[src/rtl/dmem_arbiter.sv]
// dmem_arbiter: shares a word-wide data memory between two requesters
// (port 0 = core load/store unit, port 1 = debug/loader).
// Round-robin grant, one transaction in flight. Sub-word stores become
// read-modify-write; sub-word loads are lane-extracted and extended.
// Optional build macro: DMEM_MISALIGN_CHECK_EN -- when defined, a half
// access with addr[0]=1 or a word access with addr[1:0]!=0 is an error.
// When undefined, the low address bits are ignored for half/word accesses.
//
// Handshake: a requester raises mN_req with we/size/unsigned/addr/wdata
// stable and holds them until mN_ready. mN_gnt is high (combinationally)
// in the cycle the request is accepted; the fields are latched at the end
// of that cycle. mN_ready pulses for exactly one cycle when mN_err and
// mN_rdata are valid. The other port sees gnt=0/ready=0 and stays pending.
module dmem_arbiter #(
   parameter int DEPTH_BYTES = 1024,
   parameter int ADDR_W      = 32
) (
   input  logic              clk,
   input  logic              rst,
   // port 0
   input  logic              m0_req,
   input  logic              m0_we,
   input  logic [1:0]        m0_size,
   input  logic              m0_unsigned,
   input  logic [ADDR_W-1:0] m0_addr,
   input  logic [31:0]       m0_wdata,
   output logic              m0_gnt,
   output logic              m0_ready,
   output logic              m0_err,
   output logic [31:0]       m0_rdata,
   // port 1
   input  logic              m1_req,
   input  logic              m1_we,
   input  logic [1:0]        m1_size,
   input  logic              m1_unsigned,
   input  logic [ADDR_W-1:0] m1_addr,
   input  logic [31:0]       m1_wdata,
   output logic              m1_gnt,
   output logic              m1_ready,
   output logic              m1_err,
   output logic [31:0]       m1_rdata,
   // memory
   output logic              mem_ce,
   output logic              mem_we,
   output logic [ADDR_W-1:0] mem_addr,
   output logic [31:0]       mem_wdata,
   input  logic [31:0]       mem_rdata
);

   // Highest legal byte address (a full word must fit below DEPTH_BYTES).
   localparam logic [ADDR_W-1:0] MAX_ADDR = ADDR_W'(DEPTH_BYTES - 4);

   typedef enum logic [1:0] {
      ST_IDLE = 2'd0,
      ST_RD   = 2'd1,
      ST_WR   = 2'd2,
      ST_DONE = 2'd3
   } state_t;

   state_t            state_q, state_d;
   logic              last_q, last_d;     // most recent grant; owns the in-flight transaction
   logic              we_q, we_d;
   logic [1:0]        size_q, size_d;
   logic              uns_q, uns_d;
   logic [ADDR_W-1:0] addr_q, addr_d;
   logic [31:0]       wdata_q, wdata_d;
   logic [31:0]       buf_q, buf_d;       // word read during RD
   logic              err_q, err_d;

   logic              any_req;
   logic              sel;
   logic              grant;
   logic              req_we;
   logic [1:0]        req_size;
   logic              req_uns;
   logic [ADDR_W-1:0] req_addr;
   logic [31:0]       req_wdata;
   logic              req_err;
   logic              misalign;
   logic              ce_raw;
   logic              we_raw;
   logic [7:0]        ld_byte;
   logic [15:0]       ld_half;
   logic [31:0]       load_word;
   logic [31:0]       wr_word;
   logic [31:0]       rsp_data;
   logic              done;

   // Round-robin selection and mux of the selected requester's command.
   always_comb begin
      any_req = m0_req | m1_req;
      if (m0_req && m1_req) begin
         sel = ~last_q;
      end else begin
         sel = m1_req;
      end
      grant     = (state_q == ST_IDLE) && any_req && !rst;
      req_we    = sel ? m1_we       : m0_we;
      req_size  = sel ? m1_size     : m0_size;
      req_uns   = sel ? m1_unsigned : m0_unsigned;
      req_addr  = sel ? m1_addr     : m0_addr;
      req_wdata = sel ? m1_wdata    : m0_wdata;
   end

   // Classify the selected request as an error before any memory access.
   always_comb begin
`ifdef DMEM_MISALIGN_CHECK_EN
      misalign = ((req_size == 2'b01) && req_addr[0]) ||
                 ((req_size == 2'b10) && (req_addr[1:0] != 2'b00));
`else
      misalign = 1'b0;
`endif
      req_err = (req_size == 2'b11) || (req_addr > MAX_ADDR) || misalign;
   end

   // Next-state logic and command latching.
   always_comb begin
      state_d = state_q;
      last_d  = last_q;
      we_d    = we_q;
      size_d  = size_q;
      uns_d   = uns_q;
      addr_d  = addr_q;
      wdata_d = wdata_q;
      buf_d   = buf_q;
      err_d   = err_q;
      ce_raw  = 1'b0;
      we_raw  = 1'b0;
      case (state_q)
         ST_IDLE: begin
            if (grant) begin
               last_d  = sel;
               we_d    = req_we;
               size_d  = req_size;
               uns_d   = req_uns;
               addr_d  = req_addr;
               wdata_d = req_wdata;
               err_d   = req_err;
               if (req_err) begin
                  state_d = ST_DONE;
               end else if (req_we && (req_size == 2'b10)) begin
                  state_d = ST_WR;
               end else begin
                  state_d = ST_RD;
               end
            end
         end
         ST_RD: begin
            ce_raw  = 1'b1;
            buf_d   = mem_rdata;
            state_d = we_q ? ST_WR : ST_DONE;
         end
         ST_WR: begin
            ce_raw  = 1'b1;
            we_raw  = 1'b1;
            state_d = ST_DONE;
         end
         ST_DONE: begin
            state_d = ST_IDLE;
         end
         default: begin
            state_d = ST_IDLE;
         end
      endcase
   end

   // Sub-word load extraction and sign/zero extension from the word buffer.
   always_comb begin
      ld_byte = 8'h00;
      case (addr_q[1:0])
         2'd0: ld_byte = buf_q[7:0];
         2'd1: ld_byte = buf_q[15:8];
         2'd2: ld_byte = buf_q[23:16];
         2'd3: ld_byte = buf_q[31:24];
         default: ld_byte = 8'h00;
      endcase
      ld_half = addr_q[1] ? buf_q[31:16] : buf_q[15:0];
      case (size_q)
         2'b00:   load_word = {{24{~uns_q & ld_byte[7]}}, ld_byte};
         2'b01:   load_word = {{16{~uns_q & ld_half[15]}}, ld_half};
         default: load_word = buf_q;
      endcase
   end

   // Write word: whole wdata for word stores, else merge into the read word.
   always_comb begin
      wr_word = buf_q;
      case (size_q)
         2'b00: begin
            case (addr_q[1:0])
               2'd0: wr_word[7:0]   = wdata_q[7:0];
               2'd1: wr_word[15:8]  = wdata_q[7:0];
               2'd2: wr_word[23:16] = wdata_q[7:0];
               2'd3: wr_word[31:24] = wdata_q[7:0];
               default: wr_word = buf_q;
            endcase
         end
         2'b01: begin
            if (addr_q[1]) begin
               wr_word[31:16] = wdata_q[15:0];
            end else begin
               wr_word[15:0] = wdata_q[15:0];
            end
         end
         default: wr_word = wdata_q;
      endcase
   end

   // Port and memory outputs; memory strobes are suppressed while in reset.
   always_comb begin
      done      = (state_q == ST_DONE);
      rsp_data  = (we_q || err_q) ? 32'h0 : load_word;
      m0_gnt    = grant && !sel;
      m1_gnt    = grant && sel;
      m0_ready  = done && !last_q && !rst;
      m1_ready  = done && last_q && !rst;
      m0_err    = m0_ready && err_q;
      m1_err    = m1_ready && err_q;
      m0_rdata  = m0_ready ? rsp_data : 32'h0;
      m1_rdata  = m1_ready ? rsp_data : 32'h0;
      mem_ce    = ce_raw && !rst;
      mem_we    = we_raw && !rst;
      mem_addr  = {addr_q[ADDR_W-1:2], 2'b00};
      mem_wdata = wr_word;
   end

   // State and datapath registers with synchronous reset.
   always_ff @(posedge clk) begin
      if (rst) begin
         state_q <= ST_IDLE;
         last_q  <= 1'b1;
         we_q    <= 1'b0;
         size_q  <= 2'b00;
         uns_q   <= 1'b0;
         addr_q  <= '0;
         wdata_q <= 32'h0;
         buf_q   <= 32'h0;
         err_q   <= 1'b0;
      end else begin
         state_q <= state_d;
         last_q  <= last_d;
         we_q    <= we_d;
         size_q  <= size_d;
         uns_q   <= uns_d;
         addr_q  <= addr_d;
         wdata_q <= wdata_d;
         buf_q   <= buf_d;
         err_q   <= err_d;
      end
   end

endmodule

[config.mk]
export PLATFORM = sky130hd
export DESIGN_NAME = dmem_arbiter
export DESIGN_NICKNAME = d
export VERILOG_FILES = /design/src/rtl/dmem_arbiter.sv
export SDC_FILE = /design/constraint.sdc
export NUM_CORES = 1
export LEC_CHECK = 0
export BUFFER_PORTS_ARGS = -buffer_cell sky130_fd_sc_hd__buf_4
export CAP_MARGIN = 20
export CELL_PAD_IN_SITES_DETAIL_PLACEMENT = 0
export CELL_PAD_IN_SITES_GLOBAL_PLACEMENT = 1
export CORE_MARGIN = 5
export CORE_UTILIZATION = 35
export DETAILED_ROUTE_END_ITERATION = 10
export PLACE_DENSITY_LB_ADDON = 0.1
export SYNTH_ARGS = -nofsm -noshare
export SYNTH_HDL_FRONTEND = slang
export SYNTH_SLANG_ARGS = --single-unit
[constraint.sdc]
create_clock -name clk -period 2.84 [get_ports clk]
set_input_delay 0.426 -clock clk [delete_from_list [all_inputs] [get_ports clk]]
set_output_delay 0.426 -clock clk [all_outputs]
set_load 0.01 [all_outputs]
Yosys cells after proc, flatten, opt, wreduce, memory -nomap -nowiden
Cells that the tools add are included.
{"block": "totals", "reg_bits": 104, "wordCells": 75}
{"block": "classes", "reduce_logical": 24, "eq_ne": 10, "muxes": 26, "n_bitwise": 5, "order_cmp": 1}
{"op": "32-bit 2-to-1 mux", "n": 5}
{"op": "32-bit case mux with 2 select lines", "n": 2}
{"op": "16-bit 2-to-1 mux", "n": 3}
{"op": "32-bit by 10-bit > comparator with 1-bit output, second input constant", "n": 1}
{"op": "8-bit 2-to-1 mux", "n": 4}
{"op": "8-bit case mux with 4 select lines", "n": 1}
{"op": "1-bit logical AND", "n": 14}
{"op": "2-bit == test, second input constant", "n": 6}
{"op": "2-bit 2-to-1 mux", "n": 4}
{"op": "2-bit case mux with 4 select lines", "n": 1}
{"op": "2-bit by 1-bit == test with 1-bit output, second input constant", "n": 3}
{"op": "2-bit zero test", "n": 3}
{"op": "1-bit 2-to-1 mux", "n": 6}
{"op": "1-bit zero test", "n": 3}
{"op": "1-bit bitwise AND", "n": 2}
{"op": "1-bit logical OR", "n": 2}
{"op": "2-bit != test, second input constant", "n": 1}
{"op": "1-bit inverter", "n": 2}
{"op": "2-bit AND reduction", "n": 1}
{"op": "2-bit OR reduction", "n": 1}
{"op": "1-bit bitwise OR", "n": 1}

Depth between registers and ports, before layout
{"block": "logic_depth", "depth_word": 9, "mapped_depth": 7}

Least setup slack after synthesis
OpenSTA, ideal clock, no wires.
{"block": "synth_timing", "path_kind": "in2out", "from": "in rst", "to": "out m1_rdata[21]", "t_required_ns": 2.414, "n_path_buf": 2, "cell_stages": 7, "path_slack_ns": 0.921, "arrival_time_ns": 1.493, "cell_sequence": "buf_2 inv_1 nand3_1 inv_1 nand2_4 buf_6 nor2_1"}
{"block": "synth_between", "elab_chain_cells": 3}
{"element": "from (decl)", "line_no": "19", "source": "input logic rst,"}
{"element": "1-bit zero test", "line_no": "216", "source": "m1_ready = done && last_q && !rst;"}
{"element": "1-bit logical AND", "line_no": "216"}
{"element": "net m1_ready", "line_no": "39", "source": "output logic m1_ready,"}
{"element": "32-bit 2-to-1 mux", "line_no": "220", "source": "m1_rdata = m1_ready ? rsp_data : 32'h0;"}
{"element": "to (decl)", "line_no": "41", "source": "output logic [31:0] m1_rdata,"}
The timed path passes the listed nets, and every way through them passes these cells.

Worst setup path in the final report
{"block": "layout_timing", "from": "reg size_q[1]", "to": "out mem_wdata[15]"}
{"block": "layout_between", "elab_chain_cells": 2, "elab_cells_between_ends": 3, "cone_classes": "eq/ne (1); mux (1); reduce/logical (1)"}
{"element": "from (decl)", "line_no": "63", "source": "logic [1:0] size_q, size_d;"}
{"element": "from (signal assigned)", "line_no": "243", "source": "size_q <= size_d;"}
{"element": "2-bit by 1-bit == test with 1-bit output or 2-bit zero test (tied branches)", "line_no": "188", "source": "case (size_q)"}
{"element": "32-bit case mux with 2 select lines (*)", "line_no": "188"}
{"element": "to (decl)", "line_no": "46", "source": "output logic [31:0] mem_wdata,"}
Every way passes the cells marked *; elsewhere a longest branch is shown, timed or not.

==> flow_summary.json <==
{
  "pwr-share-seq": 0.326,
  "drv_cap": 0,
  "initial_utilization": 0.3557,
  "drtIter0Drc": 505,
  "nets": 1299,
  "cts_buffers": 9,
  "clockBufferDepth": 2,
  "crit_type": "flip-flop to output port",
  "slew_violations": 0,
  "power_frac_comb": 0.512,
  "drc": 0,
  "fin_crit_ps": 2680,
  "htreeDepth": 3,
  "post-cts-setup-buffers": 0,
  "swShare": 0.4382,
  "io_pins": 308,
  "synth_area_per_cell_um2": 7.285,
  "io_buffers": 305,
  "synth.largest_area_cell": "dfxtp_1",
  "grt_pass1_wl_mm": 40.94,
  "ys_types": 46,
  "ys_seq_area_frac": 0.3247,
  "wirelength_mm": 26.54,
  "clk_pin_slew_ps": 70,
  "syn_area_um2": 6411,
  "layout_common_cells": "328 x buf_4, 185 x nand2_1, 177 x nor2_1, 101 x dfxtp_1, 68 x a311oi_1",
  "reg2reg_setup_slack_ps": 930,
  "p_leak_nw": 4.088,
  "wl_per_cell_um": 19.57,
  "power.share.clock": 0.162,
  "cts.sinks": 104,
  "diodes": 0,
  "cts-resized-gates": 0,
  "vias_per_cell": 5.314,
  "crit_path_start": "size_q[1]$_SDFFE_PP0P_",
  "num_rows": 49,
  "synth_warnings": 0,
  "synthToLayoutAreaGrowth_pct": 40.28,
  "min_path_type": "input port to flip-flop",
  "cts_tree": "done",
  "rr_startpoint": "state_q[0]$_SDFFE_PP0P_",
  "first_global_vias": 7015,
  "max_freq_ghz": 0.3731,
  "gp_congestion": 0.8743,
  "irDropWorstVdd_mv": 0.3505,
  "startpoint_type": "flip-flop",
  "vias": 7206,
  "ant_nets": 0,
  "rsz0062_at_grt": "no",
  "skew_ps": 9.904,
  "synth_top_area_share": 0.3247,
  "antenna_found_initial": 0,
  "worst_pin_slew_ps": 771.7,
  "die_area_um2": 21120,
  "drive_above_1_share": 0.3319,
  "crit_fanout": 28,
  "setup_viol": 0,
  "dpl_worst_slack_ps": 406.8,
  "core_um2": 18020,
  "setup_tns_ps": 0,
  "worstSkewPairLatency_ps": 360,
  "hold_buffers": 0,
  "die_height_um": 145.3,
  "p_switching_mw": 3.324,
  "yosys_register_bits": 104,
  "powerDensity_nw_per_um2": 843.3,
  "power_mw": 7.584,
  "endpoint": "mem_wdata[15]",
  "grt-ovfl-total": 0,
  "synth_cells": 880,
  "internal_power_mw": 4.261,
  "grt_max_degree": 68,
  "status": "finished, final reports clean",
  "first_pass_iters": 5,
  "grt_util_all_layers": 0.2395,
  "reg2reg_depth": 6,
  "finalCritPeriodShare": 0.9436,
  "final_common_cell": "buf_4",
  "cts_root_buf": "clkbuf_16",
  "hpwl_mm": 20.69,
  "maxSlewHeadroom": 0.4856,
  "synth_area_leaders": "dfxtp_1 32%, nand2_1 11%, nor2_1 10%",
  "critical_path_required_ps": 2410,
  "finalHoldViolCount": 0,
  "r2r-end": "addr_q[3]$_SDFFE_PP0P_",
  "cp.arrival_ps": 2250,
  "worst_slack_ps": 160.0,
  "die_w_um": 145.3,
  "worstSetupEndpointType": "output port"
}
area by class of cell:
| type | instances | area [µm²] |
|---|---|---|
| fillers | 1921 | 9031 |
| multi-input cells | 653 | 3730 |
| repair buffers | 331 | 2522 |
| flip-flops and latches | 104 | 2086 |
| well taps | 229 | 286.5 |
| clock buffers | 10 | 239.0 |
| inverters | 23 | 86.33 |
| clock inverters | 6 | 43.79 |
power groups by stage:
stage / registers (mW) / clock network, mW / logic, mW
after floorplan: 2.18 / 0 / 2.70
after global placement: 2.47 / 0 / 3.87
after detailed placement: 2.49 / 0 / 3.87
after CTS: 2.46 / 1.26 / 3.89
after global routing: 2.53 / 1.32 / 4.29
final: 2.47 / 1.23 / 3.88
how the worst min path moves through the flow:
stage	cells after the start	start	slack [ps]	end
final	3	mem_rdata[0]	310	buf_q[0]$_SDFFE_PP0N_
after CTS	3	mem_rdata[26]	300	buf_q[26]$_SDFFE_PP0N_
after detailed placement	2	addr_q[5]$_SDFFE_PP0P_	490	addr_q[5]$_SDFFE_PP0P_
after global routing	3	mem_rdata[14]	310	buf_q[14]$_SDFFE_PP0N_
after global placement	2	addr_q[14]$_SDFFE_PP0P_	490	addr_q[14]$_SDFFE_PP0P_
after floorplan	2	buf_q[0]$_SDFFE_PP0N_	470	buf_q[0]$_SDFFE_PP0N_
cell usage after synthesis, drive strengths merged:
cell type  count
a21boi         1
a21oi          4
o22a           2
a21o           1
mux4           6
nand3          7
a222oi         8
ha             5
or2            1
o21a           2
nand3b         1
nor3b          1
nor2         177
nand4b         1
nor4          10
buf           69
nand4          6
nand2        189
conb           1
o21ai         52
o22ai         20
mux2           5
o31a           1
a211oi         4
a311oi        68
nor2b          3
dfxtp        104
inv           23
nor3           5
o211ai         6
o221ai        10
clkbuf        32
o31ai          1
nand2b         2
a221oi         6
and2           4
and2b          1
mux2i         41
layer usage:
metal / vias up / share of wire / global-route usage
li1: 3555 / - / -
met1: 3328 / 0.44 / 0.3128
met2: 284 / 0.46 / 0.3838
met3: 39 / 0.075 / 0.07101
met4: 0 / 0.022 / 0.07136
met5: - / 0 / 0
through the flow:
| step | area (µm²) | hold slack (ps) | utilization | std cells |
|---|---|---|---|---|
| floorplan | 6415 | 470.5 | - | 881 |
| global placement | 8691 | 487.5 | 0.4822 | 1340 |
| detailed placement | 8691 | 491.4 | 0.4822 | 1340 |
| CTS | 8974 | 295.8 | 0.4978 | 1356 |
| global route | 8994 | 309.7 | 0.4990 | 1356 |
| finish | 8994 | 306.3 | 0.4990 | 1356 |
state kept, by name (all words and copies together) (netlist names):
register	flops
err_q	1
uns_q	1
wdata_q	32
last_q	1
we_q	1
state_q	2
addr_q	32
size_q	2
buf_q	32
critical path, cell delays in order (launching register included):
cell	delay [ps]
dfxtp_2	400
inv_2	370
nand2_1	320
nor3b_4	410
a222oi_1	150
inv_1	110
buf_4	120
cells by family after synthesis:
family / Yosys count / synth area share
other: 1 / 0.0005849
AO/OA/AOI/OAI: 186 / 0.2133
adder cells (fa/ha/maj): 5 / 0.009758
buffers and inverters: 124 / 0.1003
AND/OR/NAND/NOR: 408 / 0.2574
multiplexers: 52 / 0.09387
flip-flops: 104 / 0.3247
No activity file was read; power rests on OpenSTA's default activity.
